--- src/rtl/pe_psum_accum.sv ---
// PE partial-sum stage: NCH signed accumulators seeded from zero or an upstream psum,
// optional saturation, and a 1-entry valid/ready result register with a forward bypass.

module pe_psum_lane #(
    parameter int DWD = 24
) (
    input  logic           clk,
    input  logic           rst_n,
    input  logic           clr,
    input  logic           hit,
    input  logic           first,
    input  logic           last,
    input  logic           zero,
    input  logic [DWD-1:0] res,
    output logic [DWD-1:0] acc,
    output logic           busy
);
    always_ff @(posedge clk) begin
        if (!rst_n || clr) begin
            acc  <= '0;
            busy <= 1'b0;
        end else if (hit) begin
            if (last) begin
                acc  <= '0;
                busy <= 1'b0;
            end else begin
                // a zero beat in mid-psum leaves the value unchanged, so skip the write
                if (!(zero && !first)) acc <= res;
                busy <= 1'b1;
            end
        end
    end
endmodule

module pe_psum_accum #(
    parameter int AU_OD_WD = 16,
    parameter int DWD      = 24,
    parameter int NCH      = 4,
    parameter int SAT      = 1,
    parameter int CHW      = (NCH > 1) ? $clog2(NCH) : 1
) (
    input  logic                       i_clk,
    input  logic                       i_rst_n,
    input  logic                       i_cont_reset,
    input  logic                       i_cont_stall,
    input  logic                       i_cont_read_psum,
    input  logic                       i_cont_forward,
    input  logic                       i_sum_valid,
    output logic                       o_sum_ready,
    input  logic signed [AU_OD_WD-1:0] i_sum,
    input  logic                       i_sum_zero,
    input  logic [CHW-1:0]             i_sum_ch,
    input  logic                       i_sum_first,
    input  logic                       i_sum_last,
    input  logic                       i_psum_valid,
    output logic                       o_psum_in_ready,
    input  logic signed [DWD-1:0]      i_psum,
    input  logic [CHW-1:0]             i_psum_ch,
    output logic                       o_psum_valid,
    input  logic                       i_psum_ready,
    output logic signed [DWD-1:0]      o_psum,
    output logic [CHW-1:0]             o_psum_ch,
    output logic [NCH-1:0]             o_busy,
    output logic                       o_sat
);
    localparam logic [DWD-1:0] MAX_V = {1'b0, {(DWD-1){1'b1}}};
    localparam logic [DWD-1:0] MIN_V = {1'b1, {(DWD-1){1'b0}}};

    logic                     slot_ok, fire, fwd_fire, ovf;
    logic [NCH-1:0][DWD-1:0]  acc_q;
    logic [DWD-1:0]           acc_sel, base, res;
    logic [DWD:0]             add, sum_w;

    assign slot_ok     = !o_psum_valid || i_psum_ready;
    assign o_sum_ready = !i_cont_reset && !i_cont_forward && !i_cont_stall && slot_ok &&
                         (!i_cont_read_psum || i_psum_valid);
    assign fire        = i_sum_valid && o_sum_ready;
    assign o_psum_in_ready = !i_cont_reset &&
                             (i_cont_forward ? (!i_cont_stall && slot_ok)
                                             : (fire && i_sum_first && i_cont_read_psum));
    assign fwd_fire    = i_cont_forward && i_psum_valid && o_psum_in_ready;

    // explicit compare keeps out-of-range channel codes (NCH not a power of 2) reading zero
    always_comb begin
        acc_sel = '0;
        for (int i = 0; i < NCH; i++)
            if (i_sum_ch == CHW'(i)) acc_sel = acc_q[i];
    end

    always_comb begin
        base  = i_sum_first ? (i_cont_read_psum ? i_psum : '0) : acc_sel;
        add   = i_sum_zero ? '0 : {{(DWD+1-AU_OD_WD){i_sum[AU_OD_WD-1]}}, i_sum};
        sum_w = {base[DWD-1], base} + add;
        ovf   = sum_w[DWD] != sum_w[DWD-1];
        res   = sum_w[DWD-1:0];
        if (SAT != 0 && ovf) res = sum_w[DWD] ? MIN_V : MAX_V;
    end

    for (genvar g = 0; g < NCH; g++) begin : g_lane
        pe_psum_lane #(.DWD(DWD)) u_lane (
            .clk   (i_clk),
            .rst_n (i_rst_n),
            .clr   (i_cont_reset),
            .hit   (fire && (i_sum_ch == CHW'(g))),
            .first (i_sum_first),
            .last  (i_sum_last),
            .zero  (i_sum_zero),
            .res   (res),
            .acc   (acc_q[g]),
            .busy  (o_busy[g])
        );
    end

    always_ff @(posedge i_clk) begin
        if (!i_rst_n || i_cont_reset) begin
            o_psum_valid <= 1'b0;
            o_psum       <= '0;
            o_psum_ch    <= '0;
            o_sat        <= 1'b0;
        end else begin
            if (fire && i_sum_last) begin
                o_psum_valid <= 1'b1;
                o_psum       <= res;
                o_psum_ch    <= i_sum_ch;
            end else if (fwd_fire) begin
                o_psum_valid <= 1'b1;
                o_psum       <= i_psum;
                o_psum_ch    <= i_psum_ch;
            end else if (i_psum_ready) begin
                o_psum_valid <= 1'b0;
            end
            if (SAT != 0 && fire && ovf) o_sat <= 1'b1;
        end
    end
endmodule
--- config.mk ---
export PLATFORM = sky130hd
export DESIGN_NAME = pe_psum_accum
export DESIGN_NICKNAME = d
export VERILOG_FILES = /design/src/rtl/pe_psum_accum.sv
export SDC_FILE = /design/constraint.sdc
export NUM_CORES = 1
export LEC_CHECK = 0
export CORE_ASPECT_RATIO = 0.7
export CORE_MARGIN = 4
export CORE_UTILIZATION = 45
export CTS_CLUSTER_DIAMETER = 60
export DETAILED_ROUTE_END_ITERATION = 8
export HOLD_SLACK_MARGIN = 0.03
export PLACE_DENSITY = 0.73
export SLEW_MARGIN = 20
export SYNTH_ARGS = -nofsm -noshare
export SYNTH_HDL_FRONTEND = slang
export SYNTH_HIERARCHICAL = 1
export SYNTH_SLANG_ARGS = --single-unit
--- constraint.sdc ---
create_clock -name i_clk -period 8.78 [get_ports i_clk]
set_input_delay 0.878 -clock i_clk [delete_from_list [all_inputs] [get_ports i_clk]]
set_output_delay 0.878 -clock i_clk [all_outputs]
set_load 0.005 [all_outputs]
==> results of run 1 <==
## layer usage
layer	up-vias	share of wire	routed length [µm]
met3	51	0.12	2870
met4	0	0.019	462
met1	3130	0.45	10700
met2	389	0.41	9730
met5	-	0	0
li1	2998	-	-
## logic make-up (layout without fill, tap and decap cells)
group,after synthesis,after routing,synth area share
flops,128,128,0.351
mux,26,26,0.0769
compound gates,270,270,0.288
xor+xnor,19,19,0.0228
buf+inv,83,162,0.0624
fa+ha+maj,25,25,0.0439
simple gates,214,214,0.155
## path summary, 6_finish.rpt
check | start | to | slack [ns] | cells after the start
max | i_sum_ch[1] | g_lane[2].u_lane/acc[9] | 3.20 | 14
min | g_lane[3].u_lane/acc[4] | g_lane[3].u_lane/acc[4] | 0.47 | 1
max reg2reg | g_lane[3].u_lane/acc[12] | g_lane[2].u_lane/acc[9] | 4.21 | 12
min reg2reg | g_lane[3].u_lane/acc[4] | g_lane[3].u_lane/acc[4] | 0.47 | 1
## layout make-up
class | instances | share of cell area
clock buffers | 21 | 0.0534
clock inverters | 11 | 0.0173
inverters | 30 | 0.0128
multi-input cells | 554 | 0.487
flip-flops and latches | 128 | 0.291
well taps | 200 | 0.0284
repair buffers | 100 | 0.110
## synthesized netlist by cell type, drive strengths merged, types with 8 or more instances
master / number
inv: 30
a211oi: 8
nand2: 84
a21oi: 37
o21ai: 60
nor2: 34
xnor2: 10
nor3: 13
ha: 24
a22oi: 9
clkbuf: 23
nor2b: 28
xor2: 9
or2: 8
buf: 30
nand2b: 8
mux4: 24
nand3: 9
dfxtp: 128
a22o: 105
## sequential cells by signal (all words and copies together) (netlist names)
register / flops
o_psum_ch: 2
g_lane.u_lane/acc: 96
o_sat: 1
g_lane.u_lane/busy: 4
o_psum_valid: 1
o_psum: 24
## per-stage QoR
| stage | cell area (µm²) | total power, mW | setup slack, ns |
|---|---|---|---|
| after global placement | 8180 | 0.785 | 3.00 |
| after global routing | 8810 | 1.56 | 2.99 |
| after floorplan | 7300 | 0.711 | 3.84 |
| after CTS | 8810 | 1.52 | 3.41 |
| after detailed placement | 8180 | 0.784 | 2.99 |
| final | 8810 | 1.52 | 3.20 |
## power by group through the flow
stage               clock network (mW)  registers, mW  logic [mW]
detailed placement                   0          0.596       0.188
CTS                              0.743          0.584       0.190
global placement                     0          0.597       0.188
finish                           0.741          0.584       0.197
global route                     0.769          0.584       0.209
floorplan                            0          0.596       0.115
==> summary.md, run 1 <==
| Metric | Value |
|---|---|
| Fin. Hold Viols | `0` |
| First drt pass iteration count | `7` |
| Setup TNS | `0 ns` |
| Leakage power total | `3.34 nW` |
| H-tree depth | `4` |
| Minimum clock period | `5.58 ns` |
| Hold crit path type | `flip-flop to flip-flop` |
| Reg clk slew, reported paths | `0.06 ns` |
| Largest net degree at the start of global routing | `34` |
| Grt peak-use layer | `met2` |
| Post-CTS Hold Buffers | `0` |
| First-pass GRT wire length | `36,800 µm` |
| Post-Syn Area per Cell | `9.55 µm²` |
| I/O pin cnt | `90` |
| Clock power frac | `0.487` |
| Fmax achieved | `179 MHz` |
| CP Class | `input port to flip-flop` |
| Startpoint types | `input port` |
| CP bufs+invs | `3` |
| Synth area leader | `dfxtp_1` |
| Sequential Power Share | `0.384` |
| # clock sinks | `128` |
| Vias/cell | `6.29` |
| Die ar. | `18,400 µm²` |
| N_diodes | `0` |
| Power share of the combinational group | `0.129` |
| Worst IR Drop VDD | `0.152 mV` |
| Critical path's slowest cell | `or2_1` |
| Top delay family on crit path | `compound AO/OA/AOI/OAI gates` |
| Syn nets | `846` |
| Worst path max stage delay | `0.67 ns` |
| Worst Path Required | `9.09 ns` |
| PD cells | `173 nW/µm²` |
| # DRC | `0` |
| Post-synth EDFFs | `0` |
| Post-Route Utilization | `0.561` |
| Num rows | `38` |
| Die width | `160 µm` |
| Share of post-route cells with drive strength above 1 | `0.179` |
| CORE AREA | `15,700 µm²` |
| Most frequent cells in the layout | `128 x dfxtp_1, 88 x clkdlybuf4s50_1, 84 x nand2_1` |
| Gr ovfl total | `0` |
| DRT iter0 DRCs | `724` |
| Yosys warns | `6` |
| Initial core utilization | `0.466` |
| Antenna-violating nets left | `0` |
| Crit-path max FO | `29` |
| Placed insts | `1,012` |
| Max Cap Viol | `0` |
| Crit end category | `flip-flop` |
| Skew-Pair Late Insertion Delay | `0.42 ns` |
| CTS Buffer Depth | `2` |
| Setup violations, final | `0` |
| Status | `finished, final reports clean` |
| Multi-input gate area | `4290 µm²` |
| Fill cells | `1,382` |
| Routability Congestion | `0.919` |
| Net Sw Power | `0.395 mW` |
| RSZ-0062 raised after global routing | `no` |
| Mapped cell area | `7300 µm²` |
| Most common cell on crit path | `o21ai_0` |
| Total GRT Usage | `0.260` |
| Skew final | `0.0105 ns` |
| Met1 Use GR | `0.360` |
| Top cell type's share of synthesized area | `0.351` |
| Worst-path cell chain | `clkdlybuf4s50_1 -> buf_4 -> mux4_2 -> inv_1 -> o21ai_0 -> ha_1 -> and4_1 -> nand2_1 -> a2bb2oi_1 -> a211o_1 -> a2111oi_4 -> or2_1 -> o21ai_0 -> a22o_2` |
| Worst path arrival time | `5.89 ns` |
| TritonCTS clock tree | `built` |
| Synthesis-stage register bit count | `128` |
| Total wire length | `23,700 µm` |
| Final Non-Filler Cells | `1,044` |
| Die Y | `115 µm` |
| Slew Viols, Final | `0` |
| Synth area leaders | `dfxtp_1 35%, mux4_2 7.4%, a22o_2 7.1%` |
| Primary FF master, synth | `dfxtp_1` |
| Period utilization | `0.635` |
| Sw Ratio | `0.260` |
| Post-synth ARST share | `0` |
| Register area share after synthesis | `0.351` |
| Internal power | `1.13 mW` |
| Initial antenna violation count | `0` |
| Via count | `6,568` |
| Met2 Use GR | `0.374` |
| Most common library cell in the layout ignoring fill and taps | `dfxtp_1` |
| Vias in the first global route | `6,440` |
| Postcts setup bufs | `0` |
| Cells after Synth | `765` |
| Nets@finish | `912` |
| PortBufs | `89` |
| Post-CTS sizing | `0` |
| Synth unique cells | `67` |
| GRT met3 Usage | `0.101` |
| Hold_ws | `0.467 ns` |
| DP Wirelength | `15,600 µm` |
| Worst slew pin tran | `1.05 ns` |
| Seq. cell area | `2560 µm²` |
| Layout area overhead | `20.6%` |
| Slew margin rel. | `0.300` |
| CTS buffer count | `17` |
| Wire per inst | `22.7 µm` |
| Root Buffer | `clkbuf_16` |
Note: power is estimated with default switching activity, not from simulation.
==> inputs of run 2 (changes only) <==
clock period = 5.2 ns   (was 8.78 ns; I/O delays follow)
==> summary.md, run 2 (synthesis results as in run 1) <==
| Metric | Value |
|---|---|
| Status | `finished, final reports clean` |
| Final Worst Setup Slack | `0.443 ns (-2.76 ns)` |
| DP Worst Slack | `0.186 ns (-2.80 ns)` |
| Share of post-route cells with drive strength above 1 | `0.192 (+0.0127)` |
| Post-route cell area | `8930 µm² (+1.4%)` |
| TritonCTS clock tree | `built` |
| Gr ovfl total | `0 (unchanged)` |
| RSZ-0062 raised after global routing | `no` |
| Routability Congestion | `0.939 (+2.3%)` |
| Post-CTS Hold Buffers | `0 (unchanged)` |
| Layout area overhead | `22.3%` |
| CTS Buffer Depth | `2 (unchanged)` |
| Fin. Hold Viols | `0 (unchanged)` |
| First drt pass iteration count | `5 (-2)` |
| Skew final | `0.00986 ns (-0.000651 ns)` |
| Worst path arrival time | `5.06 ns (-0.83 ns)` |
| Slew Viols, Final | `0 (unchanged)` |
| Antenna-violating nets left | `0 (unchanged)` |
| Largest regs | `g_lane.u_lane/acc: 96 flops, o_psum: 24 flops, g_lane.u_lane/busy: 4 flops` |
| Num rows | `38 (unchanged)` |
| Worst reg2reg path endpoint | `g_lane[1].u_lane/acc[12]` |
| Worst slew pin tran | `1.09 ns (+0.0401 ns)` |
| Post-CTS sizing | `0 (unchanged)` |
| Die width | `160 µm (unchanged)` |
| Worst R2R Setup Slack | `0.83 ns (-3.38 ns)` |
| Die ar. | `18,400 µm² (unchanged)` |
| DRT iter0 DRCs | `795 (+9.8%)` |
| Internal power | `1.93 mW (+71%)` |
| Nets@finish | `925 (+1.4%)` |
| I/O pin cnt | `90 (unchanged)` |
| Max FFs per register | `96 (unchanged)` |
| Vias/cell | `6.20 (-1.4%)` |
| Hold_ws | `0.472 ns (+0.00525 ns)` |
| R2R cell count | `14 (+2)` |
| Vias in the first global route | `6,418 (-0.34%)` |
| Slew margin rel. | `0.274 (-0.0268)` |
| Setup violations, final | `0 (unchanged)` |
| Net Sw Power | `0.652 mW (+65%)` |
| Total wire length | `23,800 µm (+0.31%)` |
| Via count | `6,550 (-0.27%)` |
| Setup TNS | `0 ns (unchanged)` |
| Largest net degree at the start of global routing | `33 (-2.9%)` |
| Clock power frac | `0.485 (-0.002)` |
| Leakage power total | `3.43 nW (+2.6%)` |
| Sw Ratio | `0.253 (-0.00699)` |
| Reg with most FFs | `g_lane.u_lane/acc` |
| Crit end category | `flip-flop` |
| Sequential Power Share | `0.382 (-0.002)` |
| CP Class | `input port to flip-flop` |
| Postcts setup bufs | `0 (unchanged)` |
| Wire per inst | `22.5 µm (-0.83%)` |
| PD cells | `289 nW/µm² (+67%)` |
| H-tree depth | `4 (unchanged)` |
| FF-to-FF Start | `g_lane[0].u_lane/acc[0]` |
| Total GRT Usage | `0.257 (-0.00294)` |
| Hold_sp | `g_lane[3].u_lane/acc[3]` |
| Final Non-Filler Cells | `1,056 (+1.1%)` |
| Die Y | `115 µm (unchanged)` |
| Fill cells | `1,344 (-2.7%)` |
| Most common library cell in the layout ignoring fill and taps | `dfxtp_1` |
| Hold crit path type | `flip-flop to flip-flop` |
| Startpoint types | `input port` |
| Power share of the combinational group | `0.133 (+0.004)` |
| Cell area after placement | `8310 µm² (+1.5%)` |
| Initial core utilization | `0.466 (unchanged)` |
| Fmax achieved | `210 MHz` |
| Minimum clock period | `4.76 ns` |
| Skew-Pair Late Insertion Delay | `0.42 ns (about the same)` |
| Placed insts | `1,025 (+1.3%)` |
| Worst IR Drop VDD | `0.239 mV (+58%)` |
| Worst Path Required | `5.50 ns (-3.59 ns)` |
| Period utilization | `0.915` |
| First-pass GRT wire length | `36,700 µm (-0.37%)` |
| PortBufs | `89 (unchanged)` |
| Most frequent cells in the layout | `128 x dfxtp_1, 88 x clkdlybuf4s50_1, 84 x nand2_1` |
| N_diodes | `0 (unchanged)` |
| # DRC | `0 (unchanged)` |
| CORE AREA | `15,700 µm² (unchanged)` |
| Hold Crit Endpoint | `g_lane[3].u_lane/acc[3]` |
| DP Wirelength | `16,400 µm (+4.8%)` |
| # clock sinks | `128 (unchanged)` |
| Max Cap Viol | `0 (unchanged)` |
| Initial antenna violation count | `0 (unchanged)` |
| Crit-path max FO | `30 (+3.4%)` |
| CTS buffer count | `17 (unchanged)` |
| Root Buffer | `clkbuf_16` |
| Reg clk slew, reported paths | `0.05 ns (about the same)` |
| Worst hold path depth | `1 (unchanged)` |
==> run 2: changes by cell type in the layout (fill, tap and decap cells not counted), sizes merged <==
cell,before,now
clkinv,3,5
inv,32,30
clkbuf,21,22
buf,12,25
clkinvlp,3,1
==> run 2: worst max path at each step <==
stage                     start                        to  slack (ns)  cells after the start
floorplan           i_sum_ch[0]  g_lane[0].u_lane/acc[16]        0.62                     17
global route        i_sum_ch[1]   g_lane[2].u_lane/acc[7]        0.30                     14
finish              i_sum_ch[1]   g_lane[3].u_lane/acc[7]        0.44                     14
detailed placement  i_sum_ch[1]   g_lane[3].u_lane/acc[7]        0.19                     14
global placement    i_sum_ch[1]   g_lane[3].u_lane/acc[7]        0.26                     14
CTS                 i_sum_ch[1]   g_lane[3].u_lane/acc[7]        0.62                     14
==> run 2: stage by stage <==
step | utilization | total power [mW]
detailed placement | 0.529 | 1.34
global placement | 0.529 | 1.34
floorplan | - | 1.20
CTS | 0.569 | 2.58
finish | 0.569 | 2.58
global route | 0.569 | 2.65
==> run 2: routing by layer <==
| metal | track usage | routed length [µm] | vias to the layer above |
|---|---|---|---|
| li1 | - | - | 3013 |
| met1 | 0.366 | 10600 | 3090 |
| met2 | 0.376 | 9990 | 406 |
| met3 | 0.0795 | 2800 | 41 |
| met4 | 0.0728 | 450 | 0 |
| met5 | 0 | 0 | - |
==> run 2: layout make-up <==
class	instances	area (µm²)	share of cell area
multi-input cells	554	4290	0.480
flip-flops and latches	128	2560	0.287
repair buffers	113	1090	0.122
clock buffers	22	494	0.0553
well taps	200	250	0.0280
clock inverters	9	130	0.0146
inverters	30	113	0.0126
==> run 2: power groups by stage <==
stage / Clock [mW] / Sequential (mW) / Combinational [mW]
finish: 1.25 / 0.986 / 0.342
detailed placement: 0 / 1.01 / 0.329
global route: 1.30 / 0.986 / 0.364
global placement: 0 / 1.01 / 0.329
CTS: 1.26 / 0.986 / 0.333
floorplan: 0 / 1.01 / 0.194
==> run 2: critical path, stage by stage <==
cell,delay [ns]
clkdlybuf4s50_1,0.56
buf_12,0.21
mux4_2,0.20
inv_1,0.04
o21ai_0,0.53
ha_1,0.43
a21oi_1,0.25
a21bo_2,0.27
o211ai_1,0.15
a211oi_2,0.19
o21ai_0,0.26
mux2_2,0.64
o21ai_0,0.44
a22o_2,0.34
